<file path="config.mk">
export PLATFORM = sky130hd
export DESIGN_NAME = regfile_wb_arbiter_flat
export DESIGN_NICKNAME = d
export VERILOG_FILES = /design/src/rtl/regfile_wb_arbiter_if.sv /design/src/rtl/regfile_wb_arbiter.sv /design/src/flat_wrapper.sv
export SDC_FILE = /design/constraint.sdc
export NUM_CORES = 1
export LEC_CHECK = 0
export BUFFER_PORTS_ARGS = -buffer_cell sky130_fd_sc_hd__buf_2
export CORE_UTILIZATION = 50
export CTS_CLUSTER_DIAMETER = 50
export DETAILED_ROUTE_END_ITERATION = 6
export HOLD_SLACK_MARGIN = 0.1
export PLACE_DENSITY = 0.87
export SETUP_SLACK_MARGIN = 0.3
export SLEW_MARGIN = 10
export SYNTH_ARGS = -nofsm -noshare
export SYNTH_HDL_FRONTEND = slang
export SYNTH_SLANG_ARGS = --single-unit
</file>
<file path="constraint.sdc">
create_clock -name clk -period 4.3 [get_ports clk]
set_input_delay 0.215 -clock clk [delete_from_list [all_inputs] [get_ports clk]]
set_output_delay 0.215 -clock clk [all_outputs]
set_load 0.02 [all_outputs]
</file>
<file path="src/rtl/regfile_wb_arbiter_if.sv">
// Writeback bus between the NUM_REQ requesters, the arbiter and the regfile write port.
// Requesters drive the req_* group; the arbiter returns req_ready and drives the regfile write port.
interface regfile_wb_arbiter_if #(
    parameter int WORD_SIZE = 32,
    parameter int REG_SEL   = 5,
    parameter int NUM_REQ   = 3
);
    logic [NUM_REQ-1:0]           req_valid;
    logic [NUM_REQ*REG_SEL-1:0]   req_sel;
    logic [NUM_REQ*WORD_SIZE-1:0] req_data;
    logic [NUM_REQ-1:0]           req_ready;
    logic                         wCtrl;
    logic [REG_SEL-1:0]           wSel;
    logic [WORD_SIZE-1:0]         wData;

    modport master (
        output req_valid, req_sel, req_data,
        input  req_ready, wCtrl, wSel, wData
    );

    modport slave (
        input  req_valid, req_sel, req_data,
        output req_ready, wCtrl, wSel, wData
    );
endinterface

</file>
<file path="src/rtl/regfile_wb_arbiter.sv">
// Round-robin arbiter for the single regfile write port, plus a per-register pending
// scoreboard that lets decode stall on outstanding writebacks.
module regfile_wb_arbiter #(
    parameter int WORD_SIZE = 32,
    parameter int NUM_REGS  = 32,
    parameter int REG_SEL   = $clog2(NUM_REGS),
    parameter int NUM_REQ   = 3,
    parameter int CNT_W     = $clog2(NUM_REGS + 1)
) (
    input  logic                 clk,
    input  logic                 rst,
    input  logic                 hold,
    regfile_wb_arbiter_if.slave  wb,
    input  logic                 issue_valid,
    input  logic [REG_SEL-1:0]   issue_rd,
    input  logic [REG_SEL-1:0]   rs1,
    input  logic [REG_SEL-1:0]   rs2,
    output logic                 rs1_busy,
    output logic                 rs2_busy,
    output logic [CNT_W-1:0]     pending_cnt
);

    localparam int PTR_W = (NUM_REQ > 1) ? $clog2(NUM_REQ) : 1;

    logic [PTR_W-1:0]     rr_ptr_q, rr_ptr_d;
    logic                 wctrl_q, wctrl_d;
    logic [REG_SEL-1:0]   wsel_q, wsel_d;
    logic [WORD_SIZE-1:0] wdata_q, wdata_d;
    logic [NUM_REGS-1:0]  pending_q, pending_d;
    logic [CNT_W-1:0]     pending_cnt_q, pending_cnt_d;

    logic [NUM_REQ-1:0]   grant;
    logic [PTR_W-1:0]     grant_idx;
    logic                 transfer;
    logic [REG_SEL-1:0]   sel_g;
    logic [WORD_SIZE-1:0] data_g;
    int                   idx;

    // Search starts at rr_ptr and wraps; grants are suppressed while in reset or on hold.
    always_comb begin
        grant     = '0;
        grant_idx = '0;
        transfer  = 1'b0;
        sel_g     = '0;
        data_g    = '0;
        idx       = 0;
        for (int k = 0; k < NUM_REQ; k++) begin
            idx = int'(rr_ptr_q) + k;
            if (idx >= NUM_REQ) idx = idx - NUM_REQ;
            if (!transfer && rst && !hold && wb.req_valid[idx]) begin
                transfer   = 1'b1;
                grant[idx] = 1'b1;
                grant_idx  = PTR_W'(idx);
                sel_g      = wb.req_sel[idx*REG_SEL +: REG_SEL];
                data_g     = wb.req_data[idx*WORD_SIZE +: WORD_SIZE];
            end
        end
    end

    always_comb begin
        rr_ptr_d = rr_ptr_q;
        wctrl_d  = 1'b0;
        wsel_d   = '0;
        wdata_d  = '0;
        if (transfer) begin
            rr_ptr_d = (grant_idx == PTR_W'(NUM_REQ - 1)) ? '0 : grant_idx + PTR_W'(1);
            wctrl_d  = (sel_g != '0);
            wsel_d   = sel_g;
            wdata_d  = data_g;
        end
    end

    logic                set_act, clr_act, set_hit, clr_hit;
    logic [NUM_REGS-1:0] set_vec, clr_vec;

    // A set on the register being committed this edge wins over the clear.
    always_comb begin
        set_act = issue_valid && (issue_rd != '0);
        clr_act = wctrl_q;
        set_vec = '0;
        clr_vec = '0;
        if (set_act) set_vec[issue_rd] = 1'b1;
        if (clr_act) clr_vec[wsel_q]   = 1'b1;
        pending_d    = (pending_q & ~clr_vec) | set_vec;
        pending_d[0] = 1'b0;
        set_hit = set_act && !pending_q[issue_rd];
        clr_hit = clr_act && pending_q[wsel_q] && !(set_act && (issue_rd == wsel_q));
        pending_cnt_d = pending_cnt_q + CNT_W'(set_hit) - CNT_W'(clr_hit);
    end

    always_ff @(posedge clk) begin
        if (!rst) begin
            rr_ptr_q      <= '0;
            wctrl_q       <= 1'b0;
            wsel_q        <= '0;
            wdata_q       <= '0;
            pending_q     <= '0;
            pending_cnt_q <= '0;
        end else begin
            rr_ptr_q      <= rr_ptr_d;
            wctrl_q       <= wctrl_d;
            wsel_q        <= wsel_d;
            wdata_q       <= wdata_d;
            pending_q     <= pending_d;
            pending_cnt_q <= pending_cnt_d;
        end
    end

    assign wb.req_ready = grant;
    assign wb.wCtrl     = wctrl_q;
    assign wb.wSel      = wsel_q;
    assign wb.wData     = wdata_q;
    assign rs1_busy     = pending_q[rs1];
    assign rs2_busy     = pending_q[rs2];
    assign pending_cnt  = pending_cnt_q;

endmodule

</file>
<file path="src/flat_wrapper.sv">
// flat-port wrapper written by rule: the top's interface ports become plain ports
module regfile_wb_arbiter_flat 
#(
    parameter int WORD_SIZE = 32,
    parameter int NUM_REGS  = 32,
    parameter int REG_SEL   = $clog2(NUM_REGS),
    parameter int NUM_REQ   = 3,
    parameter int CNT_W     = $clog2(NUM_REGS + 1)
)
  (clk, rst, hold, issue_valid, issue_rd, rs1, rs2, rs1_busy, rs2_busy, pending_cnt, wb_req_valid, wb_req_sel, wb_req_data, wb_req_ready, wb_wCtrl, wb_wSel, wb_wData);
  regfile_wb_arbiter_if #(.WORD_SIZE(WORD_SIZE), .REG_SEL(REG_SEL), .NUM_REQ(NUM_REQ)) wb_i ();
  input  logic clk;
  input  logic rst;
  input  logic hold;
  input  logic issue_valid;
  input  logic [REG_SEL-1:0] issue_rd;
  input  logic [REG_SEL-1:0] rs1;
  input  logic [REG_SEL-1:0] rs2;
  output logic rs1_busy;
  output logic rs2_busy;
  output logic [CNT_W-1:0] pending_cnt;
  input wire logic [$bits(wb_i.req_valid)-1:0] wb_req_valid;
  input wire logic [$bits(wb_i.req_sel)-1:0] wb_req_sel;
  input wire logic [$bits(wb_i.req_data)-1:0] wb_req_data;
  output wire logic [$bits(wb_i.req_ready)-1:0] wb_req_ready;
  output wire logic [$bits(wb_i.wCtrl)-1:0] wb_wCtrl;
  output wire logic [$bits(wb_i.wSel)-1:0] wb_wSel;
  output wire logic [$bits(wb_i.wData)-1:0] wb_wData;
  assign wb_i.req_valid = wb_req_valid;
  assign wb_i.req_sel = wb_req_sel;
  assign wb_i.req_data = wb_req_data;
  assign wb_req_ready = wb_i.req_ready;
  assign wb_wCtrl = wb_i.wCtrl;
  assign wb_wSel = wb_i.wSel;
  assign wb_wData = wb_i.wData;
  regfile_wb_arbiter #(.WORD_SIZE(WORD_SIZE), .NUM_REGS(NUM_REGS), .REG_SEL(REG_SEL), .NUM_REQ(NUM_REQ), .CNT_W(CNT_W)) u_core (.clk(clk), .rst(rst), .hold(hold), .wb(wb_i), .issue_valid(issue_valid), .issue_rd(issue_rd), .rs1(rs1), .rs2(rs2), .rs1_busy(rs1_busy), .rs2_busy(rs2_busy), .pending_cnt(pending_cnt));
endmodule
</file>
==> results.md <==
Run status:
- The flow ran to the end, and the final reports show no timing, DRC or antenna violations.

Power and ir drop:
- The leakage power is 3.13 nW.
- The power density over cell area is 311 nW/um^2.
- The peak ir drop on the vdd network is 213 uV.

Placed design:
- The global placer's final weighted congestion is 0.960.
- The number of placed instances, taps included, is 1157.
- The half-perimeter wire length after detailed placement is 14400 microns.
- The number of buffer cells added on primary ports is 181.

Critical path:
- At the worst endpoint, the required time is 4530 ps.
- In this design, the critical path's most frequently occurring cell is inv_1.
- Data on the critical path arrives at its endpoint at 3740 ps.
- The maximum fanout along the worst path is 15.
- The startpoint identified for the worst register-to-register timing path is u_core.wb.wSel[0].
- Among all stages on the critical path, the largest delay is contributed by dfxtp_1.
- Together, buffers and inverters on the worst path number 4.
- The most critical setup path has its startpoint at u_core.wb.wSel[0].
- Grouping stages by cell kind, the critical path spends the most delay in adder cells.
- Walking the worst path, the cells encountered are mux4_2, inv_1, o22ai_1, nor4_1, nor2_1, ha_1, inv_1, ha_1, inv_1, fa_1, inv_1, a21o_1, a21oi_1, xnor2_1, and2_1.
- The kind of critical path is reg2reg.
- The element type at the critical path end is a flop.
- The startpoint class of the critical path is a flop.
- The delay contributed by the slowest stage of the critical path is 770 ps.

Floorplanning:
- In this run the vertical extent of the chip is 120 microns.
- The core region is 13400 sq um.
- The initial cell density of the core is 51.8%.
- The number of placement rows is 42.
- In this run the horizontal extent of the chip is 120 microns.
- The count of boundary I/O pins is 182.
- The die covers 14400 sq um.

Yosys:
- The average cell area after synthesis is 8.03 sq um.
- The register area share after synthesis is 22.2%.
- The largest total area in the synthesized netlist belongs to dfxtp_1.
- The total of warnings raised by yosys is 0.
- The netlist area before placement is 6940 sq um.
- The synthesis-stage register bit count is 77.
- After synthesis, the cell types taking the most area are dfxtp_1, mux2i_1, mux4_2.
- The primary flip-flop cell chosen by synthesis mapping is dfxtp_1.
- In this run, distinct cell masters in the synthesized netlist total 61.
- The synthesized instance count is 864.
- Counting flops with a built-in enable in the synthesized netlist gives 0.
- Counting flops with an async set or reset pin after synthesis yields a share of 0%.
- The total nets after synthesis is 1013.
- The share of Yosys cell area claimed by the top area cell type is 22.2%.

Routing:
- The per-cell routed wire length is 17.6 microns.
- The total via count after detailed routing is 7301.
- The wire length reported by the detailed router is 20700 microns.
- Once detail routing completed, the nets flagged for antenna violations numbered 0.
- The number of DRC violations after detailed-routing iteration 0 is 635.
- The pre-antenna-repair detailed-routing pass consisted of 5 iterations.
- The average vias per placed instance is 6.22.
- For this run, design rule violations remaining after detail routing come to 0.

STA:
- The transition at the pin with the smallest max-transition slack is 1290 ps.
- The max-slew violation total from the final report is 0.
- Setup violations remaining at the end of the flow were counted as 0.
- In this run the tightest slew margin relative to its limit is 14.1%.
- Setup repair after global routing left no endpoint under its margin.
- After layout, the minimum clock period comes to 3510 ps.
- The ratio of final minimum period to clock period is 81.6%.
- Based on the critical path, the design can be clocked at up to 285 MHz.
- The worst clock skew is 3.26 ps.
- The accumulated negative setup slack is 0 ps.
- The hold violation count in the final report is 0.

Clock tree:
- The clock tree synthesis step divided the H-tree into 3 levels.
- The count of instances resized after the clock tree is built is 0.
- TritonCTS built the clock tree.
- In this run, post-CTS hold repair placed 0 buffers.
- The total CTS buffers is 9.
- For the worst-skew pair, the clock arrives at the later sink with an insertion delay of 340 ps.
- The number of clock sinks is 77.
- The maximum buffer depth of the clock tree is 2.
- The cell at the root of the clock tree is clkbuf_16.
- Buffers added to address setup during post-CTS repair amount to 0.
- The clock-pin slew on the worst setup and hold paths is 60 ps.

Layout:
- The filler-free cell count of the finished design is 1173.
- Of the cells placed in the final design, the portion with a size suffix greater than 1 is 25.9%.
- The area growth from synthesis to layout is 17.9%.
- The repair_antennas step left the layout with diodes totalling 0.
- The filler cells instantiated in the layout total 1164.
- After the last flow step, the layout net total stands at 1141.

Hold path:
- The type of the tightest min-delay check is in2reg.
- The worst hold path begins at wb_req_data[47].

Global routing:
- The initial antenna violation count is 0.
- The maximum number of pins on one net before global-route repair is 89.
- In the global route stage, overall resource usage came out at 28.3%.
- The first-pass GRT wire length is 32700 microns.
- The overall overflow remaining after global route is 0.
- The via count of the first global-routing pass is 6627.

Run:
- The number of violations of the max-capacitance limit is 0.
-- registers in the layout (all words and copies together), names as in the netlist --
register / count
u_core.rr_ptr_q: 2
u_core.wb.wData: 32
u_core.pending_q: 31
u_core.wb.wSel: 5
u_core.pending_cnt: 6
u_core.wb.wCtrl: 1
-- kinds of logic (layout without fill, tap and decap cells) --
logic type	count (synthesis)	after routing	synth area share [%]
AO/OA/AOI/OAI	290	290	25.2
XOR/XNOR	10	10	1.26
adder cells (fa/ha/maj)	16	16	3.10
buffers and inverters	94	227	5.55
flip-flops	77	77	22.2
multiplexers	152	152	28.0
other	1	1	0.0540
AND/OR/NAND/NOR	224	224	14.6
-- cell usage in the layout (no fill, tap or decap), types with 6 or more instances in the layout --
cell type / count
nand3b_1: 8
dfxtp_1: 77
mux2_2: 6
o21ai_0: 142
mux2i_1: 113
a22oi_1: 35
mux4_2: 33
a21boi_0: 31
and2_1: 7
ha_1: 11
clkbuf_16: 9
nor2_1: 43
nand3_1: 7
buf_4: 9
buf_2: 181
nand2_1: 126
inv_1: 21
xnor2_1: 8
o22ai_1: 7
a21oi_1: 40
-- per-layer routing --
metal  wire [microns]  global-route usage [%]
met5                0                       0
met4              588                    11.4
met3             1860                    6.27
met2             9900                    48.0
met1             8310                    34.5
-- cell type report --
type	instances	area [sq um]	share of cell area, %
clock inverter	5	85.1	1.04
timing repair buffer	190	973	11.9
sequential	77	1540	18.8
multi-input combinational	693	5050	61.7
clock buffer	11	233	2.85
tap	176	220	2.69
inverter	21	78.8	0.964
-- cells in the mapped netlist (2+ instances only) --
master,instances
o21ai_0,142
a22oi_1,35
xnor2_1,8
nand2_1,126
nand3_1,7
nor2_1,43
fa_1,2
a32o_1,3
inv_1,21
a21o_1,5
o21ai_1,3
and3_1,3
mux2_2,6
a211oi_1,2
nor2b_1,6
clkbuf_1,47
or3b_2,2
or3_1,2
o2bb2ai_1,4
o21a_1,2
ha_1,14
and3b_1,2
mux2i_1,113
mux4_2,33
xor2_1,2
nor3_1,5
nand3b_1,8
a21oi_1,41
a21boi_0,31
and2_1,7
buf_2,17
nor3b_1,4
o22ai_1,7
dfxtp_1,77
buf_1,7
nand2b_1,2
-- through the flow --
stage | worst slack, ps | util (%) | instance area [sq um] | total power, mW | hold slack [ps]
after floorplan | 910 | - | 6940 | 1.47 | 383
after global placement | 857 | 58.7 | 7860 | 1.71 | 506
after detailed placement | 791 | 58.7 | 7860 | 1.73 | 520
after CTS | 779 | 61.0 | 8180 | 2.56 | 157
after global routing | 527 | 61.0 | 8180 | 2.69 | 179
final | 792 | 61.0 | 8180 | 2.55 | 175
-- power breakdown --
part	internal [mW]	switching, mW
combinational	0.395	0.510
sequential	0.772	0.0499
clock	0.511	0.310
total	1.68	0.870
-- worst reg2reg max path: cells and delay by family (launching register included) --
kind / cells / cell delay [ps]
AO/OA/AOI/OAI: 3 / 240
adder cells (fa/ha/maj): 3 / 830
multiplexers: 1 / 590
buffers and inverters: 4 / 260
AND/OR/NAND/NOR: 3 / 600
XOR/XNOR: 1 / 120
flip-flops: 1 / 770
-- path summary, 6_finish.rpt --
kind | endpoint | slack (ps) | cells past startpoint
min | u_core.wb.wData[15] | 180 | 3
max | u_core.pending_cnt[4] | 790 | 15
min reg2reg | u_core.pending_q[26] | 540 | 2
max reg2reg | u_core.pending_cnt[4] | 790 | 15
Power figures use the tool's default switching activity.
